**src/rtl/snake_pkg.sv**
```systemverilog
// rtl/snake_pkg.sv - shared direction/state types, colours and helpers for the snake core
package snake_pkg;

  typedef enum logic [1:0] {
    UP    = 2'd0,
    DOWN  = 2'd1,
    LEFT  = 2'd2,
    RIGHT = 2'd3
  } dir_t;

  typedef enum logic [1:0] {
    IDLE = 2'd0,
    RUN  = 2'd1,
    DEAD = 2'd2
  } state_t;

  localparam logic [11:0] COL_OFF    = 12'h000;
  localparam logic [11:0] COL_HEAD   = 12'h0F0;
  localparam logic [11:0] COL_BODY   = 12'h00F;
  localparam logic [11:0] COL_FOOD   = 12'hF00;
  localparam logic [11:0] COL_BORDER = 12'h888;
  localparam logic [11:0] COL_GRID   = 12'h111;
  localparam logic [11:0] COL_DEAD   = 12'hF0F;

  // Right-shifting Galois form of x^16 + x^14 + x^13 + x^11 + 1
  localparam logic [15:0] LFSR_TAPS = 16'hB400;

  function automatic dir_t opposite(input dir_t d);
    case (d)
      UP:      return DOWN;
      DOWN:    return UP;
      LEFT:    return RIGHT;
      default: return LEFT;
    endcase
  endfunction

endpackage

```
**src/rtl/snake_food_gen.sv**
```systemverilog
// rtl/snake_food_gen.sv - free-running 16-bit Galois LFSR and food candidate cell mapping
module snake_food_gen
  import snake_pkg::*;
#(
  parameter int          GRID_W    = 64,
  parameter int          GRID_H    = 48,
  parameter logic [15:0] LFSR_SEED = 16'hACE1,
  parameter int          XW        = $clog2(GRID_W),
  parameter int          YW        = $clog2(GRID_H)
) (
  input  logic          clk,
  input  logic          rst_n,
  output logic [XW-1:0] cand_x,
  output logic [YW-1:0] cand_y
);

  logic [15:0] lfsr;

  // Keeps running across game restarts so successive games see different food
  always_ff @(posedge clk or negedge rst_n) begin
    if (!rst_n) begin
      lfsr <= LFSR_SEED;
    end else begin
      lfsr <= {1'b0, lfsr[15:1]} ^ (lfsr[0] ? LFSR_TAPS : 16'h0000);
    end
  end

  assign cand_x = XW'(lfsr % 16'(GRID_W));
  assign cand_y = YW'({8'h00, lfsr[15:8]} % 16'(GRID_H));

endmodule

```
**src/rtl/snake_game_engine.sv**
```systemverilog
// rtl/snake_game_engine.sv - snake game core: steering, movement, growth, collision, food, pixel colour
// Define SNAKE_WRAP_EN to make the playfield edges wrap instead of killing the snake.
module snake_game_engine
  import snake_pkg::*;
#(
  parameter int          CELL_PX   = 10,
  parameter int          GRID_W    = 64,
  parameter int          GRID_H    = 48,
  parameter int          MAX_LEN   = 32,
  parameter int          START_LEN = 3,
  parameter logic [15:0] LFSR_SEED = 16'hACE1
) (
  input  logic                     clk,
  input  logic                     rst_n,
  input  logic                     move_tick,
  input  logic                     start,
  input  logic [3:0]               btn_dir,
  input  logic                     bright,
  input  logic [9:0]               hCount,
  input  logic [9:0]               vCount,
  output logic [11:0]              rgb,
  output logic [15:0]              score,
  output logic [$clog2(MAX_LEN):0] length,
  output logic                     game_over
);

  localparam int XW = $clog2(GRID_W);
  localparam int YW = $clog2(GRID_H);
  localparam int LW = $clog2(MAX_LEN) + 1;

  state_t        state, next_state;
  dir_t          dir, pending_dir, req_dir, ref_dir;
  logic          req_valid;
  logic [XW-1:0] seg_x [MAX_LEN];
  logic [YW-1:0] seg_y [MAX_LEN];
  logic [XW-1:0] food_x, next_x, cand_x;
  logic [YW-1:0] food_y, next_y, cand_y;
  logic          food_valid;
  logic          do_move, reinit;
  logic          wall_hit, self_hit, collide, eat, grow, occupied;
  int            nx, ny;

  logic [9:0]    pix_cx, pix_cy, pix_mx, pix_my;
  logic          in_field, on_head, on_body, on_food;
  logic [11:0]   head_col, body_col;

  snake_food_gen #(
    .GRID_W   (GRID_W),
    .GRID_H   (GRID_H),
    .LFSR_SEED(LFSR_SEED),
    .XW       (XW),
    .YW       (YW)
  ) u_food_gen (
    .clk   (clk),
    .rst_n (rst_n),
    .cand_x(cand_x),
    .cand_y(cand_y)
  );

  always_ff @(posedge clk or negedge rst_n) begin
    if (!rst_n) begin
      state <= IDLE;
    end else begin
      state <= next_state;
    end
  end

  always_comb begin
    next_state = state;
    do_move    = 1'b0;
    reinit     = 1'b0;
    case (state)
      IDLE, DEAD: begin
        if (start) begin
          next_state = RUN;
          reinit     = 1'b1;
        end
      end
      RUN: begin
        if (move_tick) begin
          do_move = 1'b1;
          if (collide) next_state = DEAD;
        end
      end
      default: next_state = IDLE;
    endcase
  end

  assign game_over = (state == DEAD);

  // A reversal is judged against the move being executed this cycle, if any
  always_comb begin
    req_valid = |btn_dir;
    req_dir   = RIGHT;
    if (btn_dir[3])      req_dir = UP;
    else if (btn_dir[2]) req_dir = DOWN;
    else if (btn_dir[1]) req_dir = LEFT;
    ref_dir = do_move ? pending_dir : dir;
  end

  always_comb begin
    nx       = int'(seg_x[0]);
    ny       = int'(seg_y[0]);
    wall_hit = 1'b0;
    case (pending_dir)
      UP:      ny = ny - 1;
      DOWN:    ny = ny + 1;
      LEFT:    nx = nx - 1;
      default: nx = nx + 1;
    endcase
`ifdef SNAKE_WRAP_EN
    if (nx < 0)            nx = GRID_W - 1;
    else if (nx >= GRID_W) nx = 0;
    if (ny < 0)            ny = GRID_H - 1;
    else if (ny >= GRID_H) ny = 0;
`else
    wall_hit = (nx < 0) || (nx >= GRID_W) || (ny < 0) || (ny >= GRID_H);
`endif
    next_x = XW'(nx);
    next_y = YW'(ny);
  end

  // The tail cell vacates on a plain move, so it only blocks when the snake grows into it
  always_comb begin
    eat      = food_valid && !wall_hit && (next_x == food_x) && (next_y == food_y);
    grow     = eat && (length < LW'(MAX_LEN));
    self_hit = 1'b0;
    occupied = 1'b0;
    for (int i = 0; i < MAX_LEN; i++) begin
      if ((i < int'(length) - 1 || (eat && i == int'(length) - 1)) &&
          seg_x[i] == next_x && seg_y[i] == next_y)
        self_hit = 1'b1;
      if (i < int'(length) && seg_x[i] == cand_x && seg_y[i] == cand_y)
        occupied = 1'b1;
    end
    collide = wall_hit || self_hit;
  end

  always_ff @(posedge clk or negedge rst_n) begin
    if (!rst_n) begin
      dir         <= RIGHT;
      pending_dir <= RIGHT;
      score       <= '0;
      length      <= LW'(START_LEN);
      food_x      <= XW'(GRID_W / 4);
      food_y      <= YW'(GRID_H / 4);
      food_valid  <= 1'b1;
      for (int i = 0; i < MAX_LEN; i++) begin
        seg_x[i] <= XW'(GRID_W / 2 - i);
        seg_y[i] <= YW'(GRID_H / 2);
      end
    end else if (reinit) begin
      dir         <= RIGHT;
      pending_dir <= RIGHT;
      score       <= '0;
      length      <= LW'(START_LEN);
      food_x      <= XW'(GRID_W / 4);
      food_y      <= YW'(GRID_H / 4);
      food_valid  <= 1'b1;
      for (int i = 0; i < MAX_LEN; i++) begin
        seg_x[i] <= XW'(GRID_W / 2 - i);
        seg_y[i] <= YW'(GRID_H / 2);
      end
    end else begin
      if (req_valid && req_dir != opposite(ref_dir)) pending_dir <= req_dir;
      if (do_move && !collide) begin
        dir      <= pending_dir;
        seg_x[0] <= next_x;
        seg_y[0] <= next_y;
        for (int i = 1; i < MAX_LEN; i++) begin
          if (i < int'(length) || (grow && i == int'(length))) begin
            seg_x[i] <= seg_x[i-1];
            seg_y[i] <= seg_y[i-1];
          end
        end
        if (eat) begin
          if (score != 16'hFFFF) score <= score + 16'd1;
          if (grow) length <= length + 1'b1;
          food_valid <= 1'b0;
        end
      end
      // Placement waits out a move cycle so the candidate is checked against settled segments
      if (!food_valid && !do_move && !occupied) begin
        food_x     <= cand_x;
        food_y     <= cand_y;
        food_valid <= 1'b1;
      end
    end
  end

  assign pix_cx = hCount / 10'(CELL_PX);
  assign pix_cy = vCount / 10'(CELL_PX);
  assign pix_mx = hCount % 10'(CELL_PX);
  assign pix_my = vCount % 10'(CELL_PX);

  always_comb begin
    in_field = (hCount < 10'(GRID_W * CELL_PX)) && (vCount < 10'(GRID_H * CELL_PX));
    on_head  = in_field && pix_cx == 10'(seg_x[0]) && pix_cy == 10'(seg_y[0]);
    on_body  = 1'b0;
    for (int i = 1; i < MAX_LEN; i++) begin
      if (i < int'(length) && in_field && pix_cx == 10'(seg_x[i]) && pix_cy == 10'(seg_y[i]))
        on_body = 1'b1;
    end
    on_food  = in_field && food_valid && pix_cx == 10'(food_x) && pix_cy == 10'(food_y);
    head_col = (state == DEAD) ? COL_DEAD : COL_HEAD;
    body_col = (state == DEAD) ? COL_DEAD : COL_BODY;
    if (!bright)                          rgb = COL_OFF;
    else if (on_head)                     rgb = head_col;
    else if (on_body)                     rgb = body_col;
    else if (on_food)                     rgb = COL_FOOD;
    else if (!in_field)                   rgb = COL_BORDER;
    else if (pix_mx == '0 || pix_my == '0) rgb = COL_GRID;
    else                                  rgb = COL_OFF;
  end

endmodule
```
**config.mk**
```make
export PLATFORM = sky130hd
export DESIGN_NAME = snake_game_engine
export DESIGN_NICKNAME = d
export VERILOG_FILES = /design/src/rtl/snake_pkg.sv /design/src/rtl/snake_food_gen.sv /design/src/rtl/snake_game_engine.sv
export SDC_FILE = /design/constraint.sdc
export NUM_CORES = 2
export LEC_CHECK = 0
export CORE_UTILIZATION = 34
export DETAILED_ROUTE_END_ITERATION = 6
export GPL_ROUTABILITY_DRIVEN = 0
export MAX_ROUTING_LAYER = met4
export PLACE_DENSITY = 0.52
export RECOVER_POWER = 100
export SLEW_MARGIN = 20
export SYNTH_ARGS = -nofsm -noshare
export SYNTH_HDL_FRONTEND = slang
export SYNTH_SLANG_ARGS = --single-unit
```
**constraint.sdc**
```tcl
create_clock -name clk -period 7.4 [get_ports clk]
set_clock_uncertainty 0.1 [all_clocks]
set_input_delay 0.74 -clock clk [delete_from_list [all_inputs] [get_ports clk]]
set_output_delay 0.74 -clock clk [all_outputs]
set_load 0.03 [all_outputs]
```
== After elaboration in Yosys (flattened, before gate mapping) ==
Cells that the tools add are included.
Cells by class
  equal/unequal tests: 269
  bitwise operators: 1
  reduce and logical (&&, ||, !) cells: 454
  multiplexer cells: 206
  shift operators: 0
  add/sub/neg operators: 7
  multipliers: 0
  $lt $le $gt $ge: 71
  div/mod/pow operators: 5
Operator list (number)
  6-bit == test: 130
  192-bit 2-to-1 mux: 4
  10-bit by 6-bit == test with 1-bit output: 66
  6-bit 2-to-1 mux: 70
  1-bit logical AND: 298
  32-bit one-hot mux with 2 select lines: 2
  6-bit by 7-bit == test with 1-bit output, first input constant: 16
  6-bit by 7-bit less-than comparator with 1-bit output, first input constant: 16
  1-bit 2-to-1 mux: 104
  6-bit == test, first input constant: 16
  5-bit by 6-bit less-than comparator with 1-bit output, first input constant: 16
  12-bit 2-to-1 mux: 7
  16-bit 2-to-1 mux: 5
  2-bit nonzero test: 37
  1-bit logical OR: 68
  32-bit by 1-bit less-than comparator with 1-bit output, second input constant: 2
  2-bit AND reduction: 32
  5-bit by 7-bit == test with 1-bit output, first input constant: 8
  5-bit by 7-bit less-than comparator with 1-bit output, first input constant: 8
  5-bit by 6-bit == test with 1-bit output, first input constant: 8
  4-bit by 6-bit less-than comparator with 1-bit output, first input constant: 8
  32-bit by 7-bit greater-or-equal comparator with 1-bit output, second input constant: 1
  32-bit by 8-bit greater-or-equal comparator with 1-bit output, second input constant: 1
  32-bit logical NOT: 1
  40 further kinds: 89
Storage, ports and cells
  memory bits (writable): 0
  memories: 0
  logic and storage cells: 1086
  input bits: 29
  output and inout port bits: 35
  bits in read-only memories: 0
  latch bits: 0
  register bits: 441

== Depth between registers and ports, before layout ==
  word-level depth: 53
  gate-level depth with buffers: 24
  depth with buffers taken out: 16

== Hierarchy ==
A second synthesis with hierarchy kept.
Second synthesis, totals
  cell total of the unflattened synthesis: 4768
  area total of the unflattened synthesis: 41685.0 um2
Modules (own cells, without submodules)
  snake_game_engine: sequential area each 10829.1 um2, area an instance 41048.1 um2, cells each 4722, instances 1
  snake_food_gen: sequential area each 410.4 um2, area an instance 636.9 um2, cells each 46, instances 1

== Worst setup path before layout ==
Ideal clock, no wire load.
  path kind: input to output
  start: in vCount[3]
  end: out rgb[10]
  stages: 16
  data required time: 6.560 ns
  arrival time: 5.366 ns
  path slack: 1.194 ns
  path buffers: 3
  path through: buf_2 -> nand2b_1 -> a21o_1 -> a2111o_1 -> a32o_1 -> maj3_1 -> a221oi_2 -> buf_2 -> xnor2_1 -> nor4_1 -> a2111oi_0 -> o2bb2a_1 -> or3b_1 -> nor4_4 -> mux2i_1 -> buf_4
On the way
  longest elaborated chain between the ends: 39
  elaborated cells between the ends (all ways): 169
  classes of those cells: 1 x div; 1 x order compare; 33 x eq/ne; 35 x mux; 99 x reduce/logical
Ends and longest elaborated chain
  start: declaration: RTL line snake_game_engine.sv:20  | input logic [9:0] vCount,
  parallel branches: the longest is 37 deep, another holds 10-bit by 4-bit divider with 10-bit output
  12-bit 2-to-1 mux (*): RTL line snake_game_engine.sv:208  | else if (on_head) rgb = head_col;
  12-bit 2-to-1 mux (*): RTL line snake_game_engine.sv:207  | if (!bright) rgb = COL_OFF;
  end: declaration: RTL line snake_game_engine.sv:21  | output logic [11:0] rgb,
Every way passes the cells marked *.

== Worst setup path in the final report ==
  start: reg seg_y[187] in the netlist's numbering
  end: reg length[3]
On the way
  longest elaborated chain between the ends: 50
  elaborated cells between the ends (all ways): 212
  classes of those cells: 2 x add/sub; 2 x order compare; 33 x eq/ne; 33 x mux; 142 x reduce/logical
Ends and longest elaborated chain
  start: declaration: RTL line snake_game_engine.sv:35  | logic [YW-1:0] seg_y [MAX_LEN];
  start signal: indexed assignment: RTL line snake_game_engine.sv:150  | seg_y[i] <= YW'(GRID_H / 2);
  start signal: indexed assignment: RTL line snake_game_engine.sv:162  | seg_y[i] <= YW'(GRID_H / 2);
  start signal: indexed assignment: RTL line snake_game_engine.sv:173  | seg_y[i] <= seg_y[i-1];
  6-bit by 1-bit adder with 7-bit output / 6-bit by 1-bit subtractor with 7-bit output (equally long branches): RTL line snake_game_engine.sv:107, snake_game_engine.sv:106
  32-bit one-hot mux with 2 select lines: RTL line snake_game_engine.sv:105  | case (pending_dir)
  32-bit by 1-bit less-than comparator with 1-bit output: RTL line snake_game_engine.sv:117  | wall_hit = (nx < 0) || (nx >= GRID_W) || (ny < 0) || (ny >= GRID_H);
  1-bit logical OR (2 in series): RTL line snake_game_engine.sv:117
  1-bit logical NOT: RTL line snake_game_engine.sv:125  | eat = food_valid && !wall_hit && (next_x == food_x) && (next_y == food_y);
  1-bit logical AND (3 in series): RTL line snake_game_engine.sv:125
  1-bit logical AND: RTL line snake_game_engine.sv:130  | if ((i < int'(length) - 1 || (eat && i == int'(length) - 1)) &&
  1-bit logical OR: RTL line snake_game_engine.sv:130
  1-bit logical AND: RTL line snake_game_engine.sv:130
  1-bit logical AND: RTL line snake_game_engine.sv:131  | seg_x[i] == next_x && seg_y[i] == next_y)
  1-bit 2-to-1 mux (32 in series): RTL line snake_game_engine.sv:130
  1-bit logical OR: RTL line snake_game_engine.sv:136  | collide = wall_hit || self_hit;
  1-bit logical NOT: RTL line snake_game_engine.sv:166  | if (do_move && !collide) begin
  1-bit logical AND: RTL line snake_game_engine.sv:166
  2-bit nonzero test (no source line)
  3-bit AND reduction (no source line) (*)
  end signal: assignment: RTL line snake_game_engine.sv:144  | length <= LW'(START_LEN);
  end signal: assignment: RTL line snake_game_engine.sv:156  | length <= LW'(START_LEN);
  end signal: assignment: RTL line snake_game_engine.sv:178  | if (grow) length <= length + 1'b1;
  end: declaration: RTL line snake_game_engine.sv:23  | output logic [$clog2(MAX_LEN):0] length,
Every way passes the cells marked *; elsewhere a longest branch is shown, timed or not.
A chain may end at the register's enable or synchronous reset.

==> reports/results.tsv <==
metric	value	unit
final_common_cell	xnor2_1	
min_period	7.245	ns
netlist_instances	4616	
cts_buffers	57	
clock_sinks	441	
finalWirelength	189100	um
drive_above_1_share	12.75	%
slowest_delay	0.84	ns
synthTopCellsByArea	dfrtp_1 17%, xnor2_1 14%, dfstp_2 11%	
drtIter0Drc	5708	
core_area	116200	um2
ant_nets	0	
crit_arrival	7.74	ns
worst_hold_slack	0.2574	ns
synth_edf_count	0	
multi_input_area	26100	um2
max-slew-margin-rel	-200.0	%
fill_cells	11700	
grt_pass1_wl	267900	um
path_cells	buf_4 > inv_1 > ha_1 > or4b_1 > a21oi_1 > xnor2_2 > buf_4 > xnor2_1 > nor2_1 > nand4_1 > nand4_1 > a22oi_1 > and4_1 > and4_2 > nand3_1 > clkbuf_4 > or4_1 > a21oi_1	
hold_violations	0	
dpl_worst_slack	-0.07112	ns
vias_per_cell	6.319	
netlist_area	39850	um2
worstSkewPairLatency	0.69	ns
synth.distinct_cells	112	
most-common-layout-cells	612 x xnor2_1, 428 x xor2_1, 323 x nor2_1	
slowest_stage	and4_2	
grt_use_total	32.37	%
fp.dieH	344.4	um
power_density	286.4	nW/um2
seqCellArea	11240	um2
fmax	0.1380	GHz
hp-class	register to register	
start_util	34.29	%
worstMarginPinSlew	4.500	ns
p_leak	19.18	nW
synth.top_cell.area_share	17.46	%
irDropWorstVdd	0.0002812	V
path_max_fanout	63	
rows	125	
criticalPathCategory	register to register	
setup_slack	0.1553	ns
top_level_ports	64	
violations	design-rule violations, max-capacitance violations, max-slew violations	
grt_pass1_vias	34420	
path_buf_inv	4	
cts-root-buf	clkbuf_16	
yosysSeqAreaShare	28.20	%
grt_max_degree	158	
detail_route.first_pass.iterations	7	
final_util	37.57	%
area_growth	9.570	%
clockBufferDepth	3	
slew_viol_final	315	
yosysWarnings	0	
antenna_found_initial	8	
outcome	finished, violations left	
avgSynthCellArea	8.633	um2
cts_tree	done	
drc_errors	2	
overflow	0	
finalNetCount	4412	
cp_top_family	simple AND/OR/NAND/NOR gates	
cp.required	7.89	ns
p_total	12.51	mW
postSynth.asyncResetShare	100.0	%
h-tree-depth	2	
dp_hpwl	135100	um
die_w	344.4	um
cts.clk_slew.worst_paths	0.07	ns
setup_viol	0	
wl_per_cell	31.80	um
synth_top_cell_by_area	dfrtp_1	
ys_ff_latch	441	
synth_nets	4661	
finalCritPeriodShare	97.90	%
start_kind	register	
io_buffers	63	
dieArea	118600	um2
synth_ff_type	dfrtp_1	
vias	37580	
cp-end-kind	register	
maxCapViolCount	8	
==> what timing repair did <==
item                                   in CTS  in global routing
pin swaps                                   0                  1
hold buffers                                1                  0
buffers inserted                            0                  2
endpoints found under the hold margin      44                  0
setup endpoints to repair                   1                  9
resized for setup                           1                 10
==> power breakdown <==
part	switching, mW	total [mW]	internal, mW	leakage, nW
Sequential	0.753	3.55	2.80	5.57
Combinational	3.77	6.08	2.31	12.7
Clock	1.24	2.88	1.64	0.903
==> worst reg2reg max path: stages (launching register included) <==
cell	delay [ns]
dfrtp_1	0.36
buf_4	0.19
inv_1	0.23
ha_1	0.26
or4b_1	0.44
a21oi_1	0.36
xnor2_2	0.39
buf_4	0.67
xnor2_1	0.27
nor2_1	0.07
nand4_1	0.33
nand4_1	0.18
a22oi_1	0.21
and4_1	0.28
and4_2	0.84
nand3_1	0.43
clkbuf_4	0.69
or4_1	0.68
a21oi_1	0.18
==> routing by layer <==
metal | vias to the layer above | track usage (%) | wire [um]
met3 | 819 | 8.714 | 23070
met5 | - | - | 0
met4 | 0 | 21.82 | 16060
met2 | 2728 | 44.42 | 77160
met1 | 18500 | 41.17 | 72840
li1 | 15540 | - | -
==> cells by family after synthesis <==
| logic type | count (synthesis) | share of synthesized area, % |
|---|---|---|
| fa+ha+maj | 19 | 0.5777 |
| simple gates | 1433 | 18.93 |
| mux | 327 | 8.270 |
| buf+inv | 649 | 7.055 |
| flops | 441 | 28.20 |
| xor+xnor | 1094 | 25.74 |
| compound gates | 653 | 11.22 |
==> final timing paths <==
check / start / endpoint / slack [ns] / depth (start not counted)
hold / removal: u_food_gen.lfsr[7] / u_food_gen.lfsr[6] / 0.26 / 0
hold reg to reg: u_food_gen.lfsr[7] / u_food_gen.lfsr[6] / 0.26 / 0
setup / recovery: seg_y[187] / length[3] / 0.16 / 18
min in group asynchronous: rst_n / u_food_gen.lfsr[14] / 2.14 / 2
max in group asynchronous: rst_n / seg_x[158] / 1.40 / 3
setup reg to reg: seg_y[187] / length[3] / 0.16 / 18
==> sequential cells by signal (all words and copies together), names as in the netlist <==
signal and flops:
u_food_gen.lfsr 16, food_x 6, pending_dir 2, score 16
food_y 6, seg_y 192, length 6, dir 2
state 2, seg_x 192, food_valid 1
==> through the flow <==
| step | instance area (um2) | setup TNS, ns | instances |
|---|---|---|---|
| after floorplan | 39850 | 0 | 4616 |
| after global placement | 41820 | -0.2066 | 5829 |
| after detailed placement | 41820 | -0.07112 | 5829 |
| after CTS | 43700 | 0 | 5936 |
| after global routing | 43660 | -0.1238 | 5945 |
| final | 43660 | 0 | 5948 |
==> cell type report <==
type | instances | area share [%]
diodes | 10 | 0.05731
clock buffers | 76 | 3.616
clock inverters | 30 | 0.6534
inverters | 85 | 0.7307
multi-input cells | 3526 | 59.76
flip-flops and latches | 441 | 25.75
well taps | 1524 | 4.367
repair buffers | 256 | 5.061
==> synthesized netlist by cell type, drive strengths merged, types with 9 or more instances <==
library cell	n
or4	28
ha	16
dfstp	163
o211ai	51
buf	180
nor2	326
dfrtp	278
o21a	22
nor4b	16
o31ai	21
nor4	156
nand2	239
o221ai	11
nor3	110
a22oi	10
nand3	186
a21o	15
xnor2	620
or3	43
o21ai	169
clkbuf	384
a2111oi	19
o22ai	19
and2	13
a221oi	10
a211oi	21
a41oi	11
or2	15
and3	28
xor2	429
nor3b	10
nand4	155
inv	84
nor2b	19
a211o	12
a22o	11
mux2i	324
and4	9
a21oi	136
o2111ai	16
nand2b	44
xnor3	45
Note: power is estimated with default switching activity, not from simulation.
